===== config.mk =====
export PLATFORM = sky130hd
export DESIGN_NAME = comm_responder
export DESIGN_NICKNAME = d
export VERILOG_FILES = /design/src/rtl/comm_responder.sv
export SDC_FILE = /design/constraint.sdc
export NUM_CORES = 1
export LEC_CHECK = 0
export CAP_MARGIN = 20
export CORE_UTILIZATION = 25
export CTS_BUF_LIST = sky130_fd_sc_hd__clkbuf_4 sky130_fd_sc_hd__clkbuf_8 sky130_fd_sc_hd__clkbuf_16
export DETAILED_ROUTE_END_ITERATION = 6
export GPL_TIMING_DRIVEN = 0
export PLACE_DENSITY = 0.44
export SETUP_SLACK_MARGIN = 0.1
export SLEW_MARGIN = 30
export SYNTH_ARGS = -nofsm -noshare
export SYNTH_HDL_FRONTEND = slang
export SYNTH_SLANG_ARGS = --single-unit

===== constraint.sdc =====
create_clock -name clk -period 3.5 [get_ports clk]
set_clock_uncertainty 0.05 [all_clocks]
set_input_delay 0.7 -clock clk [delete_from_list [all_inputs] [get_ports clk]]
set_output_delay 0.7 -clock clk [all_outputs]
set_load 0.02 [all_outputs]

===== src/rtl/comm_responder.sv =====
// comm_responder: copter-side endpoint of the wireless command link.
//
// Receives 3-byte command frames (opcode, data high, data low) on RX and
// presents them as cmd/data with a cmd_rdy flag. Transmits a single response
// byte on TX when send_resp is strobed. RX and TX are fully independent.
//
// Parameters:
//   BAUD_DIV      clocks per UART bit
//   TIMEOUT_BAUDS inter-byte gap, in bit times, that aborts a partial frame
//
// Ports:
//   clk, rst_n     system clock (rising edge), async active-low reset
//   RX / TX        serial lines, both idle high
//   cmd, data      opcode and {byte1, byte2} of the last complete frame
//   cmd_rdy        a complete frame is held; cleared by clr_cmd_rdy or by
//                  the first byte of a new frame (a simultaneous set wins)
//   resp           response byte, latched when send_resp is seen in TX idle
//   send_resp      one-cycle strobe starting a response transmission
//   resp_sent      level; the last response has fully left TX
//
// Build option:
//   FRAME_TIMEOUT_EN  when defined, a partial frame is abandoned after
//                     TIMEOUT_BAUDS bit times without a new start bit.
//
// State summary
//   RX_IDLE  | waiting for a falling edge on the synchronized RX line
//   RX_RECV  | sampling start, 8 data bits and stop at mid-bit
//   F_IDLE   | no partial frame; next good byte is the opcode
//   F_HAVE1  | opcode buffered; next byte is data high
//   F_HAVE2  | opcode and data high buffered; next byte completes the frame
//   TX_IDLE  | TX held high, waiting for send_resp
//   TX_XMIT  | shifting start, 8 data bits LSB first, stop

module comm_responder #(
    parameter int BAUD_DIV      = 2604,
    parameter int TIMEOUT_BAUDS = 32
) (
    input  logic        clk,
    input  logic        rst_n,
    input  logic        RX,
    output logic        TX,
    output logic [7:0]  cmd,
    output logic [15:0] data,
    output logic        cmd_rdy,
    input  logic        clr_cmd_rdy,
    input  logic [7:0]  resp,
    input  logic        send_resp,
    output logic        resp_sent
);

    localparam int                BAUD_W    = (BAUD_DIV > 2) ? $clog2(BAUD_DIV) : 2;
    localparam logic [BAUD_W-1:0] BAUD_LAST = BAUD_W'(BAUD_DIV - 1);
    // The falling edge is recognised two clocks after it happens (synchronizer),
    // so the half-bit wait is shortened to land the start sample at BAUD_DIV/2.
    localparam logic [BAUD_W-1:0] HALF_LOAD = BAUD_W'(BAUD_DIV / 2 - 2);

    if (BAUD_DIV < 4 || TIMEOUT_BAUDS < 1) begin : g_bad_cfg
        $error("comm_responder: BAUD_DIV must be >= 4 and TIMEOUT_BAUDS >= 1");
    end

    // ------------------------------------------------------------------
    // RX synchronizer plus one delay flop for falling-edge detection
    // ------------------------------------------------------------------
    logic rx_meta, rx_sync, rx_prev;

    always_ff @(posedge clk or negedge rst_n) begin
        if (!rst_n) begin
            rx_meta <= 1'b1;
            rx_sync <= 1'b1;
            rx_prev <= 1'b1;
        end else begin
            rx_meta <= RX;
            rx_sync <= rx_meta;
            rx_prev <= rx_sync;
        end
    end

    // ------------------------------------------------------------------
    // RX byte engine
    // ------------------------------------------------------------------
    typedef enum logic {RX_IDLE, RX_RECV} rx_state_t;

    rx_state_t         rx_state, rx_next;
    logic [BAUD_W-1:0] rx_baud;
    logic [3:0]        rx_bit;
    logic [7:0]        rx_shift;
    logic              rx_start, byte_valid, byte_err;

    always_ff @(posedge clk or negedge rst_n) begin
        if (!rst_n) rx_state <= RX_IDLE;
        else        rx_state <= rx_next;
    end

    always_comb begin
        rx_next    = rx_state;
        rx_start   = 1'b0;
        byte_valid = 1'b0;
        byte_err   = 1'b0;
        case (rx_state)
            RX_IDLE: begin
                if (rx_prev && !rx_sync) begin
                    rx_start = 1'b1;
                    rx_next  = RX_RECV;
                end
            end
            RX_RECV: begin
                if (rx_baud == '0) begin
                    if (rx_bit == 4'd0 && rx_sync) begin
                        rx_next = RX_IDLE;          // start bit was a glitch
                    end else if (rx_bit == 4'd9) begin
                        rx_next    = RX_IDLE;
                        byte_valid = rx_sync;
                        byte_err   = !rx_sync;
                    end
                end
            end
            default: rx_next = RX_IDLE;
        endcase
    end

    always_ff @(posedge clk or negedge rst_n) begin
        if (!rst_n) begin
            rx_baud  <= '0;
            rx_bit   <= 4'd0;
            rx_shift <= 8'h00;
        end else if (rx_start) begin
            rx_baud <= HALF_LOAD;
            rx_bit  <= 4'd0;
        end else if (rx_state == RX_RECV) begin
            if (rx_baud == '0) begin
                rx_baud <= BAUD_LAST;
                rx_bit  <= (rx_next == RX_IDLE) ? 4'd0 : rx_bit + 4'd1;
                if (rx_bit >= 4'd1 && rx_bit <= 4'd8)
                    rx_shift <= {rx_sync, rx_shift[7:1]};
            end else begin
                rx_baud <= rx_baud - 1'b1;
            end
        end
    end

    // ------------------------------------------------------------------
    // Frame assembler
    // ------------------------------------------------------------------
    typedef enum logic [1:0] {F_IDLE, F_HAVE1, F_HAVE2} frame_state_t;

    frame_state_t f_state, f_next;
    logic         load_op, load_hi, complete, gap_expired;
    logic [7:0]   op_buf, hi_buf;

`ifdef FRAME_TIMEOUT_EN
    localparam int               GAP_CLKS = TIMEOUT_BAUDS * BAUD_DIV;
    localparam int               GAP_W    = $clog2(GAP_CLKS + 1);
    localparam logic [GAP_W-1:0] GAP_LAST = GAP_W'(GAP_CLKS - 1);

    logic [GAP_W-1:0] gap_cnt;
    logic             gap_run;

    // Only idle line time between bytes of a partial frame is counted.
    assign gap_run     = (f_state != F_IDLE) && (rx_state == RX_IDLE) && !rx_start;
    assign gap_expired = gap_run && (gap_cnt == '0);

    always_ff @(posedge clk or negedge rst_n) begin
        if (!rst_n)
            gap_cnt <= '0;
        else if (rx_start || f_state == F_IDLE)
            gap_cnt <= GAP_LAST;
        else if (gap_run && gap_cnt != '0)
            gap_cnt <= gap_cnt - 1'b1;
    end
`else
    assign gap_expired = 1'b0;
`endif

    always_ff @(posedge clk or negedge rst_n) begin
        if (!rst_n) f_state <= F_IDLE;
        else        f_state <= f_next;
    end

    always_comb begin
        f_next   = f_state;
        load_op  = 1'b0;
        load_hi  = 1'b0;
        complete = 1'b0;
        if (byte_err) begin
            f_next = F_IDLE;
        end else if (byte_valid) begin
            case (f_state)
                F_IDLE:  begin load_op  = 1'b1; f_next = F_HAVE1; end
                F_HAVE1: begin load_hi  = 1'b1; f_next = F_HAVE2; end
                F_HAVE2: begin complete = 1'b1; f_next = F_IDLE;  end
                default: f_next = F_IDLE;
            endcase
        end else if (gap_expired) begin
            f_next = F_IDLE;
        end
    end

    always_ff @(posedge clk or negedge rst_n) begin
        if (!rst_n) begin
            op_buf  <= 8'h00;
            hi_buf  <= 8'h00;
            cmd     <= 8'h00;
            data    <= 16'h0000;
            cmd_rdy <= 1'b0;
        end else begin
            if (load_op) op_buf <= rx_shift;
            if (load_hi) hi_buf <= rx_shift;
            if (complete) begin
                cmd  <= op_buf;
                data <= {hi_buf, rx_shift};
            end
            if (complete)
                cmd_rdy <= 1'b1;
            else if (clr_cmd_rdy || load_op)
                cmd_rdy <= 1'b0;
        end
    end

    // ------------------------------------------------------------------
    // TX engine
    // ------------------------------------------------------------------
    typedef enum logic {TX_IDLE, TX_XMIT} tx_state_t;

    tx_state_t         tx_state, tx_next;
    logic [BAUD_W-1:0] tx_baud;
    logic [3:0]        tx_bit;
    logic [8:0]        tx_sr;       // {stop, data}; start bit is driven on load
    logic              tx_load, tx_adv, tx_done;

    always_ff @(posedge clk or negedge rst_n) begin
        if (!rst_n) tx_state <= TX_IDLE;
        else        tx_state <= tx_next;
    end

    always_comb begin
        tx_next = tx_state;
        tx_load = 1'b0;
        tx_adv  = 1'b0;
        tx_done = 1'b0;
        case (tx_state)
            TX_IDLE: begin
                if (send_resp) begin
                    tx_load = 1'b1;
                    tx_next = TX_XMIT;
                end
            end
            TX_XMIT: begin
                if (tx_baud == '0) begin
                    if (tx_bit == 4'd9) begin
                        tx_done = 1'b1;
                        tx_next = TX_IDLE;
                    end else begin
                        tx_adv = 1'b1;
                    end
                end
            end
            default: tx_next = TX_IDLE;
        endcase
    end

    always_ff @(posedge clk or negedge rst_n) begin
        if (!rst_n) begin
            TX        <= 1'b1;
            tx_baud   <= '0;
            tx_bit    <= 4'd0;
            tx_sr     <= 9'h1FF;
            resp_sent <= 1'b0;
        end else if (tx_load) begin
            TX        <= 1'b0;
            tx_sr     <= {1'b1, resp};
            tx_baud   <= BAUD_LAST;
            tx_bit    <= 4'd0;
            resp_sent <= 1'b0;
        end else if (tx_adv) begin
            TX      <= tx_sr[0];
            tx_sr   <= {1'b1, tx_sr[8:1]};
            tx_baud <= BAUD_LAST;
            tx_bit  <= tx_bit + 4'd1;
        end else if (tx_done) begin
            TX        <= 1'b1;
            tx_bit    <= 4'd0;
            resp_sent <= 1'b1;
        end else if (tx_state == TX_XMIT) begin
            tx_baud <= tx_baud - 1'b1;
        end
    end

endmodule


==> implementation parameters <==
Parameter                              Value

Finish
  Fraction of layout cells with a size suffix above 1 ... about a quarter
  Net total in the final layout ... approximately 440
  Register cell area after layout ... about 0.0025 mm²
  Antenna Diode Count ... 0
  Total area of multi-input combinational cells ... about 0.002 mm²
  Most common library cell in the layout ignoring fill and taps ... sky130_fd_sc_hd__dfrtp_1
  Leading cell types in the layout, fill and taps excluded ... sky130_fd_sc_hd__dfrtp_1, sky130_fd_sc_hd__mux2_2, sky130_fd_sc_hd__clkdlybuf4s50_1
  Area Overhead vs Synth ... 21.7%
  Post-route standard cell area excluding fillers ... ~0.0056 mm²
  Number of filler cells placed in the layout ... ~1.8k

STA
  Total negative setup slack ... 0 ns
  Worst Slack Setup Final ... between 0.9 and 1 ns
  Slew at the pin closest to its max-slew limit ... 0.927 ns
  Final setup violation count ... 0
  Post-route clock period utilization ... between 70 and 80%
  Maximum clock frequency ... between 0.3 and 0.4 GHz
  Max-slew headroom at the worst pin ... between 30% and 40%
  Final Max Slew Viols ... 0
  Tmin final ... between 2 and 3 ns
  RSZ-0062 raised after global routing ... false
  Final hold viol count ... 0

Critical path
  Worst Reg2Reg Path Length in Cells ... 6
  Crit path max fanout ... 8
  Data arrival time of the critical path ... 2.72 ns
  Critical Path RT ... between 3 and 4 ns
  CP Launch Type ... flip-flop
  FF-to-FF Start ... rx_baud[0]
  Setup crit start ... rx_baud[0]
  Critical path endpoint category ... flip-flop
  Type of the setup path with the least slack ... flip-flop to flip-flop
  Slack of the worst reg-to-reg path ... just under 1 ns
  R2r endpoint ... rx_shift[2]

Yosys
  Count of yosys warnings during synthesis ... 0
  Sequential element share of the synthesized area ... a little over half
  Gate count after technology mapping ... 370
  Async SR Flop Fraction ... between 90% and 100%
  Primary FF master, synth ... sky130_fd_sc_hd__dfrtp_1
  Number of synthesized flops with an enable pin ... 0
  Synth unique cells ... 60
  Avg Synthesized Cell Area ... around 12 µm²
  Netlist Area Pre-Place ... roughly 0.0046 mm²
  Synthesized flop and latch total ... about 100
  Net Count, Synth ... a little under 400

Global routing
  Vias in the first global route ... 3097
  Antenna violations before repair ... 0
  Overall track demand over capacity in global routing ... roughly 11%
  Wire length of the first global-routing pass ... about 16 mm
  GR Overflow Total ... 0
  Maximum number of pins on one net before global-route repair ... between 50 and 60

Run status
  Violated checks ... DRC
  Status ... complete, but fails checks

Power
  Cell area power density ... approximately 540 mW/mm²
  Worst supply voltage drop on vdd ... 0.000240 V
  Lkg Pwr ... around 2.6 nW
  Post-layout power ... 0.00300 W

CTS
  Number of gates resized after cts ... 0
  Clock latency on the worst-skew pair ... between 0.3 and 0.4 ns
  H-tree lvl count ... 3
  # hold bufs at CTS ... 0
  CTS tree ... yes
  Setup fix buffers added after clock tree synthesis ... 0
  Clock tree sinks ... 98
  Root buffer cell ... sky130_fd_sc_hd__clkbuf_16
  CTS Buf Count ... 9
  Clock-pin slew on the worst setup and hold paths ... 0.07 ns
  Worst-case clock buffer depth ... 2

Drt
  Post-detailed-route count of antenna-violating nets ... 0
  Iteration-0 DRC Markers ... between 150 and 200
  Routed wire length per instance ... between 10 and 15 µm
  Wire length after detailed routing ... between 9 and 10 mm
  Via count normalized by instance count ... 4.68
  DR vias ... 3066
  Detailed Routing Iterations Pass 1 ... 6
  Number of remaining DRC errors ... 2

Floorplan
  Initial Utilization ... about a quarter
  Floorplan die height ... around 140 µm
  Die Footprint ... around 0.019 mm²
  Core outline area ... roughly 0.018 mm²
  Number of rows created at floorplan ... roughly 50
  Ports ... 40
  Die width ... approximately 140 µm

Min path
  Kind of path behind the tightest hold check ... input pin to asynchronous set/reset pin

Place
  Number of port buffers ... 39
  Final RePlAce weighted congestion ... roughly 0.76
  DPL Wire Length ... 6.53 mm
  Setup Slack @ Placement ... just under 0.7 ns
  Area after DPL ... between 0.005 and 0.006 mm²

Flow run
  Maximum Capacitance Violations ... 0
[synth_stat cells, drive strengths merged (2+ instances only)]
library cell  instances  area, µm²
buf                   7       56.3
o211ai                4       30.0
a21oi                11       55.1
dfrtp                86       2150
a21o                  6       45.0
or3                   5       31.3
a31oi                 3       18.8
o22ai                 3       18.8
nand4b                5       65.1
nand2b                8       50.1
a22o                  2       17.5
nor2                 14       52.6
xnor2                 3       26.3
nor3b                 2       15.0
mux2i                 9       90.1
clkbuf                4       15.0
inv                  13       48.8
nor2b                 3       18.8
ha                    9        113
nor3                 11       76.3
o21ai                14       70.1
nand3                13       75.1
o31ai                 7       52.6
a31o                  2       17.5
or4                  14        113
nor4                  8       65.1
nand3b                2       15.0
nand2                18       67.6
mux2                 52        586
dfstp                12        315
o41ai                 2       36.3
[flip-flops by register name, indices dropped and copies added, names as in the netlist]
name	count
data	16
rx_baud	12
tx_baud	12
cmd	8
hi_buf	8
op_buf	8
rx_shift	8
tx_sr	8
rx_bit	4
tx_bit	4
f_state	2
TX	1
cmd_rdy	1
resp_sent	1
rx_meta	1
rx_prev	1
rx_state	1
rx_sync	1
tx_state	1
[final cells by class]
class / instances / share of cell area, %
Buffer: 11 / 1.28
Clock buffer: 10 / 4.30
Clock inverter: 6 / 0.877
Inverter: 13 / 0.877
Multi-Input combinational cell: 248 / 35.6
Sequential cell: 98 / 44.4
Tap cell: 229 / 5.15
Timing Repair Buffer: 40 / 7.53
[kinds of logic after synthesis]
kind of cell,Yosys count,share of synthesized area (%)
and+or+nand+nor,111,15.7
muxes,61,14.8
DFF,98,54.0
buffers and inverters,24,2.63
xor gates and xnor gates,4,0.767
adders and majority gates,9,2.46
AOI/OAI and AO/OA,63,9.64
[critical path: stages, from the launching register on]
cell and delay [ns]:
sky130_fd_sc_hd__dfrtp_1 0.43, sky130_fd_sc_hd__inv_1 0.11, sky130_fd_sc_hd__ha_1 0.14, sky130_fd_sc_hd__or4b_4 0.52
sky130_fd_sc_hd__nor4_4 0.44, sky130_fd_sc_hd__nand3_2 0.35, sky130_fd_sc_hd__mux2_2 0.37
[per-layer routing]
layer / global-route usage (%) / wire [µm]
met1: 14.3 / 4510
met2: 17.3 / 4570
met3: 1.80 / 178
met4: 5.98 / 240
met5: 0 / 0
[per-stage QoR]
step                      util, %  hold slack [ns]  instances
after floorplan                 -            0.295        370
after global placement       29.2            0.298        638
after detailed placement     29.4            0.298        639
after CTS                    31.0            0.248        655
after global routing         31.0            0.276        655
final                        31.0            0.239        655
[worst max-delay path by stage]
stage	slack, ns	end	cells after the start
after floorplan	1.11	cmd_rdy	7
after global placement	-2.18	tx_bit[3]	1
after detailed placement	0.68	tx_baud[5]	6
after CTS	0.93	rx_shift[2]	6
after global routing	0.84	tx_bit[2]	4
final	0.96	rx_shift[2]	6
[power breakdown]
group	internal [W]	switching, W
sequential	0.00132	0.000182
clock	0.000510	0.000455
combinational	0.000255	0.000279
Note: power is estimated with default switching activity, not from simulation.
